$ cat config.mk
export PLATFORM = sky130hd
export DESIGN_NAME = fetch_unit
export DESIGN_NICKNAME = d
export VERILOG_FILES = /design/src/rtl/fetch_pkg.sv /design/src/rtl/fetch_fifo.sv /design/src/rtl/fetch_unit.sv
export SDC_FILE = /design/constraint.sdc
export NUM_CORES = 1
export LEC_CHECK = 0
export BUFFER_PORTS_ARGS = -buffer_cell sky130_fd_sc_hd__buf_2
export CELL_PAD_IN_SITES_DETAIL_PLACEMENT = 2
export CELL_PAD_IN_SITES_GLOBAL_PLACEMENT = 2
export CORE_MARGIN = 2
export CORE_UTILIZATION = 34
export CTS_BUF_LIST = sky130_fd_sc_hd__clkbuf_16
export DETAILED_ROUTE_END_ITERATION = 10
export GPL_TIMING_DRIVEN = 0
export PLACE_DENSITY_LB_ADDON = 0.05
export SYNTH_ARGS = -nofsm -noshare
export SYNTH_HDL_FRONTEND = slang
export SYNTH_SLANG_ARGS = --single-unit
$ cat constraint.sdc
create_clock -name clk -period 10.07 [get_ports clk]
set_input_delay 2.014 -clock clk [delete_from_list [all_inputs] [get_ports clk]]
set_output_delay 2.014 -clock clk [all_outputs]
set_load 0.05 [all_outputs]
$ cat src/rtl/fetch_pkg.sv
// Shared types and constants for the instruction-fetch front end.
package fetch_pkg;

  localparam int unsigned XLEN    = 32;
  localparam int unsigned ENTRY_W = 2 * XLEN;

  localparam logic [XLEN-1:0] NOP_INST         = 32'h0000_0013;
  localparam logic [XLEN-1:0] DEFAULT_RESET_PC = 32'h0000_0000;

  typedef enum logic [1:0] {
    S_REQ,
    S_WAIT,
    S_DROP
  } state_e;

  typedef struct packed {
    logic [XLEN-1:0] pc;
    logic [XLEN-1:0] inst;
  } fetch_entry_t;

  // Force an address onto a word boundary.
  function automatic logic [XLEN-1:0] word_align(input logic [XLEN-1:0] addr);
    return addr & 32'hFFFF_FFFC;
  endfunction

endpackage

$ cat src/rtl/fetch_fifo.sv
// Small synchronous instruction buffer holding {pc, inst} pairs for decode.
module fetch_fifo
  import fetch_pkg::*;
#(
  parameter int unsigned DEPTH = 2
) (
  input  logic                             clk,
  input  logic                             rst,
  input  logic                             flush,
  input  logic                             push,
  input  logic [ENTRY_W-1:0]               push_data,
  input  logic                             pop,
  output logic [ENTRY_W-1:0]               head,
  output logic [$clog2(DEPTH+1)-1:0]       count
);

  localparam int unsigned AW = (DEPTH > 1) ? $clog2(DEPTH) : 1;
  localparam int unsigned CW = $clog2(DEPTH + 1);

  logic [ENTRY_W-1:0] mem [DEPTH];
  logic [AW-1:0]      wr_ptr;
  logic [AW-1:0]      rd_ptr;
  logic               empty;
  logic               full;
  logic               do_push;
  logic               do_pop;

  always_comb begin
    empty   = (count == '0);
    full    = (count == CW'(DEPTH));
    do_pop  = pop && !empty;
    do_push = push && (!full || do_pop);
  end

  // Pointers wrap naturally because DEPTH is a power of two.
  always_ff @(posedge clk) begin
    if (rst || flush) begin
      wr_ptr <= '0;
      rd_ptr <= '0;
      count  <= '0;
    end else begin
      if (do_push) begin
        wr_ptr <= wr_ptr + AW'(1);
      end
      if (do_pop) begin
        rd_ptr <= rd_ptr + AW'(1);
      end
      case ({do_push, do_pop})
        2'b10:   count <= count + CW'(1);
        2'b01:   count <= count - CW'(1);
        default: count <= count;
      endcase
    end
  end

  always_ff @(posedge clk) begin
    if (do_push && !flush && !rst) begin
      mem[wr_ptr] <= push_data;
    end
  end

  always_comb begin
    head = mem[rd_ptr];
  end

endmodule

$ cat src/rtl/fetch_unit.sv
// Instruction-fetch front end: owns the PC, runs the one-outstanding imem
// handshake and feeds decode through a small buffer.
module fetch_unit
  import fetch_pkg::*;
#(
  parameter logic [31:0] RESET_PC = DEFAULT_RESET_PC,
  parameter int unsigned DEPTH    = 2
) (
  input  logic        clk,
  input  logic        rst,
  output logic        imem_req,
  output logic [31:0] imem_addr,
  input  logic        imem_gnt,
  input  logic        imem_rvalid,
  input  logic [31:0] imem_rdata,
  input  logic        redirect,
  input  logic [31:0] redirect_pc,
  output logic        id_valid,
  input  logic        id_ready,
  output logic [31:0] id_inst,
  output logic [31:0] id_pc,
  output logic [31:0] id_pc_plus4
);

  localparam int unsigned CW = $clog2(DEPTH + 1);

  state_e         state;
  state_e         state_nxt;
  logic [31:0]    fetch_pc;
  logic [31:0]    fetch_pc_nxt;

  logic           outstanding;
  logic           credit;
  logic           gnt_ok;
  logic           push;
  logic           pop;
  logic           flush;
  fetch_entry_t   push_entry;
  fetch_entry_t   head_entry;
  logic [ENTRY_W-1:0] head_raw;
  logic [CW-1:0]  count;

  always_ff @(posedge clk) begin
    if (rst) begin
      state    <= S_REQ;
      fetch_pc <= RESET_PC;
    end else begin
      state    <= state_nxt;
      fetch_pc <= fetch_pc_nxt;
    end
  end

  // Next-state, credit check and fetch PC update; redirect overrides everything.
  always_comb begin
    state_nxt    = state;
    fetch_pc_nxt = fetch_pc;
    push         = 1'b0;
    flush        = 1'b0;
    outstanding  = (state != S_REQ);
    credit       = (32'(count) + 32'(outstanding)) < DEPTH;
    imem_req     = !rst && (state == S_REQ) && credit;
    gnt_ok       = imem_req && imem_gnt;

    case (state)
      S_REQ: begin
        if (gnt_ok) begin
          state_nxt    = redirect ? S_DROP : S_WAIT;
          fetch_pc_nxt = fetch_pc + 32'd4;
        end
      end
      S_WAIT: begin
        if (redirect) begin
          state_nxt = S_DROP;
        end else if (imem_rvalid) begin
          push      = 1'b1;
          state_nxt = S_REQ;
        end
      end
      S_DROP: begin
        if (imem_rvalid && !redirect) begin
          state_nxt = S_REQ;
        end
      end
      default: state_nxt = S_REQ;
    endcase

    if (redirect) begin
      flush        = 1'b1;
      fetch_pc_nxt = word_align(redirect_pc);
    end
  end

  // In S_WAIT fetch_pc has already advanced past the outstanding address.
  always_comb begin
    push_entry.pc   = fetch_pc - 32'd4;
    push_entry.inst = imem_rdata;
  end

  fetch_fifo #(
    .DEPTH (DEPTH)
  ) u_fifo (
    .clk       (clk),
    .rst       (rst),
    .flush     (flush),
    .push      (push),
    .push_data (push_entry),
    .pop       (pop),
    .head      (head_raw),
    .count     (count)
  );

  always_comb begin
    head_entry  = fetch_entry_t'(head_raw);
    imem_addr   = rst ? RESET_PC : fetch_pc;
    id_valid    = !rst && (count != '0);
    pop         = id_valid && id_ready;
    id_inst     = id_valid ? head_entry.inst : NOP_INST;
    id_pc       = id_valid ? head_entry.pc : 32'd0;
    id_pc_plus4 = id_valid ? (head_entry.pc + 32'd4) : 32'd0;
  end

endmodule

==> results.yml <==
run_status:
  status: "finished clean"
clock_network:
  cts_tree: "done"
  clkLatencyLatePin_ns: 0.43
  clock-root-buffer: "clkbuf_16"
  cts_hold_buf: 0
  path_clk_slew_ns: 0.07
  cts_buffer_depth: 2
  clock_sinks: 161
  postCtsSetupBuffers: 0
  htreeDepth: 4
  cts_inserted_buffers: 17
  cts_resized: 0
timing:
  min_period_over_period_pct: 63.4
  clock.fmax_ghz: 0.157
  worstMarginPinSlew_ns: 1.02
  skew_ns: 0.00792
  drv_slew: 0
  fin_setup_tns_ns: 0
  min_period_ns: 6.39
  rsz0062_at_grt: "false"
  slew-limit-headroom_pct: 31.2
  setup_viol: 0
  timing.final.hold_violations: 0
global_routing:
  grt_pass1_wl_mm: 41.6
  grt_max_degree: 17
  antenna_found_initial: 0
  grt_overflow: 0
  grt_util_all_layers_pct: 20.7
  grt_pass1_vias: 7244
floorplan:
  row_count: 57
  die_x_um: 162
  initial_core_util_pct: 34.8
  ios: 200
  core_mm2: 0.0244
  fp.dieH_um: 162
  die_area_mm2: 0.0262
hold_path:
  min_path_cells: 1
  hold_class: "reg2reg"
  hold-path-endpoint: "state[0]"
  hold_path_startpoint: "state[1]"
critical_path:
  critPathSlowestCell: "a221oi_4"
  endpoint_kind: "primary output"
  r2r_slack_ns: 6.72
  arrival_ns: 4.37
  cpMostUsedCell: "buf_2"
  worstPathMaxFanout: 10
  rr_worst_depth: 10
  reg2reg_to: "u_fifo.mem[1][12]"
  crit_path_max_incr_delay_ns: 0.50
  required_ns: 8.06
  start_kind: "flop"
  cp_top_family: "buffers and inverters"
  cp_cell_sequence: "buf_2 > buf_2 > buf_2 > mux2_2 > ha_1 > nand4b_1 > a221oi_4 > nand2_1 > nor4_1 > mux2_2 > buf_2"
  path_class: "reg2out"
  r2r_start: "u_fifo.count[1]"
  path_buf_inv: 4
logic_synthesis:
  yosysTopAreaCell: "edfxtp_1"
  synthTopCellsByArea: "edfxtp_1 44%, dfxtp_1 8.7%, mux2i_1 7.4%, nor2_1 4.7%, xor2_1 3.8%"
  synth_commonest_cells: "124 x edfxtp_1, 106 x nor2_1, 63 x mux2i_1, 45 x nand2_1"
  syn_area_mm2: 0.00848
  synth_ff_type: "edfxtp_1"
  synth_edf_count: 124
  avgSynthCellArea_um2: 10.5
  ys_seq_area_share_pct: 52.6
  netlist_instances: 806
  ys.warnings.count: 0
  synth_top_area_share_pct: 43.9
  async_flop_share_pct: 0
  synth.most_common_cell: "edfxtp_1"
  synth-seq-cells: 161
  yosysUniqueCellTypes: 59
pwr:
  ir_worst_vdd_v: 0.000108
  power_density_mw_per_mm2: 145
  p_leak_nw: 4.25
final_layout:
  utilization_pct: 43.4
  area_growth_pct: 24.8
  drive_gt1_share_pct: 27.0
  stdcell_count: 1369
  diodes: 0
  ff_latch_area_mm2: 0.00446
  fill_cells: 2671
  nets: 1105
  multi_input_area_mm2: 0.00362
drt:
  via_count: 6791
  avgRoutedWirePerCell_um: 19.5
  wl_met1_mm: 11.9
  wl_met3_mm: 1.08
  drt_iter0_drc: 302
  routed_wl_mm: 26.7
  top_layer: "met4"
  met2_length_mm: 13.4
  viasPerCell: 4.96
  ant_nets: 0
  drc_errors: 0
  firstDrtPassIters: 5
place:
  dp_hpwl_mm: 20.8
  gp_congestion: 0.752
  port_buffers: 190
  dp.cells: 1337
run:
  maxCapViolations: 0
-- stage by stage --
step | hold slack (ns) | power, W | area [um^2] | setup WS (ns)
4_1_cts | 0.498 | 0.00155 | 10600 | 3.58
2_1_floorplan | 0.451 | 0.000847 | 8500 | 2.20
5_1_grt | 0.534 | 0.00159 | 10600 | 3.41
6_report | 0.497 | 0.00154 | 10600 | 3.68
3_3_place_gp | 0.486 | 0.000891 | 9860 | -1.16
3_5_place_dp | 0.488 | 0.000897 | 10000 | 3.86
-- cell type report --
class                           instances  area share, %
Buffer                                 62           2.86
Clock buffer                           17           4.02
Clock inverter                         15           1.51
Inverter                               33           1.17
Multi-Input combinational cell        555           34.2
Sequential cell                       161           42.2
Tap cell                              324           3.83
Timing Repair Buffer                  202           10.3
-- report_power, final --
part	switching, W	leakage (nW)	internal (W)
combinational	0.0000963	2.55	0.0000486
sequential	0.00000854	1.42	0.000729
clock	0.000287	0.281	0.000368
total	0.000391	4.25	0.00115
-- worst max-delay path by stage --
stage             start                 to  slack [ns]  cells past startpoint
5_1_grt            flop    id_pc_plus4[28]        3.41                     11
2_1_floorplan  redirect   u_fifo.mem[1][0]        2.20                      4
6_report           flop    id_pc_plus4[28]        3.68                     11
4_1_cts            flop    id_pc_plus4[28]        3.58                     11
3_3_place_gp        rst  u_fifo.mem[1][19]       -1.16                      6
3_5_place_dp        rst    id_pc_plus4[24]        3.86                      7
-- layout by cell type (no fill, tap or decap), types with 6 or more instances in the layout --
cell type / n
a21oi_1: 29
nand4_1: 15
buf_6: 13
nor2b_1: 30
nor2_1: 106
nor3_1: 22
mux2i_1: 63
clkbuf_16: 17
o21a_1: 21
buf_2: 204
nand2_1: 45
and2_1: 11
xnor2_1: 34
o31a_1: 6
nor4_1: 22
conb_1: 6
edfxtp_1: 124
dfxtp_1: 37
clkbuf_1: 30
mux2_2: 7
nand3_1: 25
buf_4: 12
xor2_1: 37
inv_1: 32
o21ai_0: 14
-- cell families after synthesis --
group	share of synthesized area (%)
mux	8.36
compound gates	6.89
simple gates	19.3
xor+xnor	7.33
other cells	0.0442
fa+ha+maj	0.443
flops	52.6
buf+inv	5.03
-- metal layers --
| metal | global-route usage [%] | vias to the layer above |
|---|---|---|
| met2 | 36.6 | 174 |
| met5 | 0 | - |
| met1 | 26.5 | 3311 |
| met4 | 5.27 | 0 |
| li1 | - | 3289 |
| met3 | 3.04 | 17 |
-- flip-flops by register name (all words and copies together) (netlist names), named ones only --
signal,count
fetch_pc,30
u_fifo.count,2
u_fifo.wr_ptr,1
u_fifo.mem,124
u_fifo.rd_ptr,1
state,2
No activity file was read; power rests on OpenSTA's default activity.
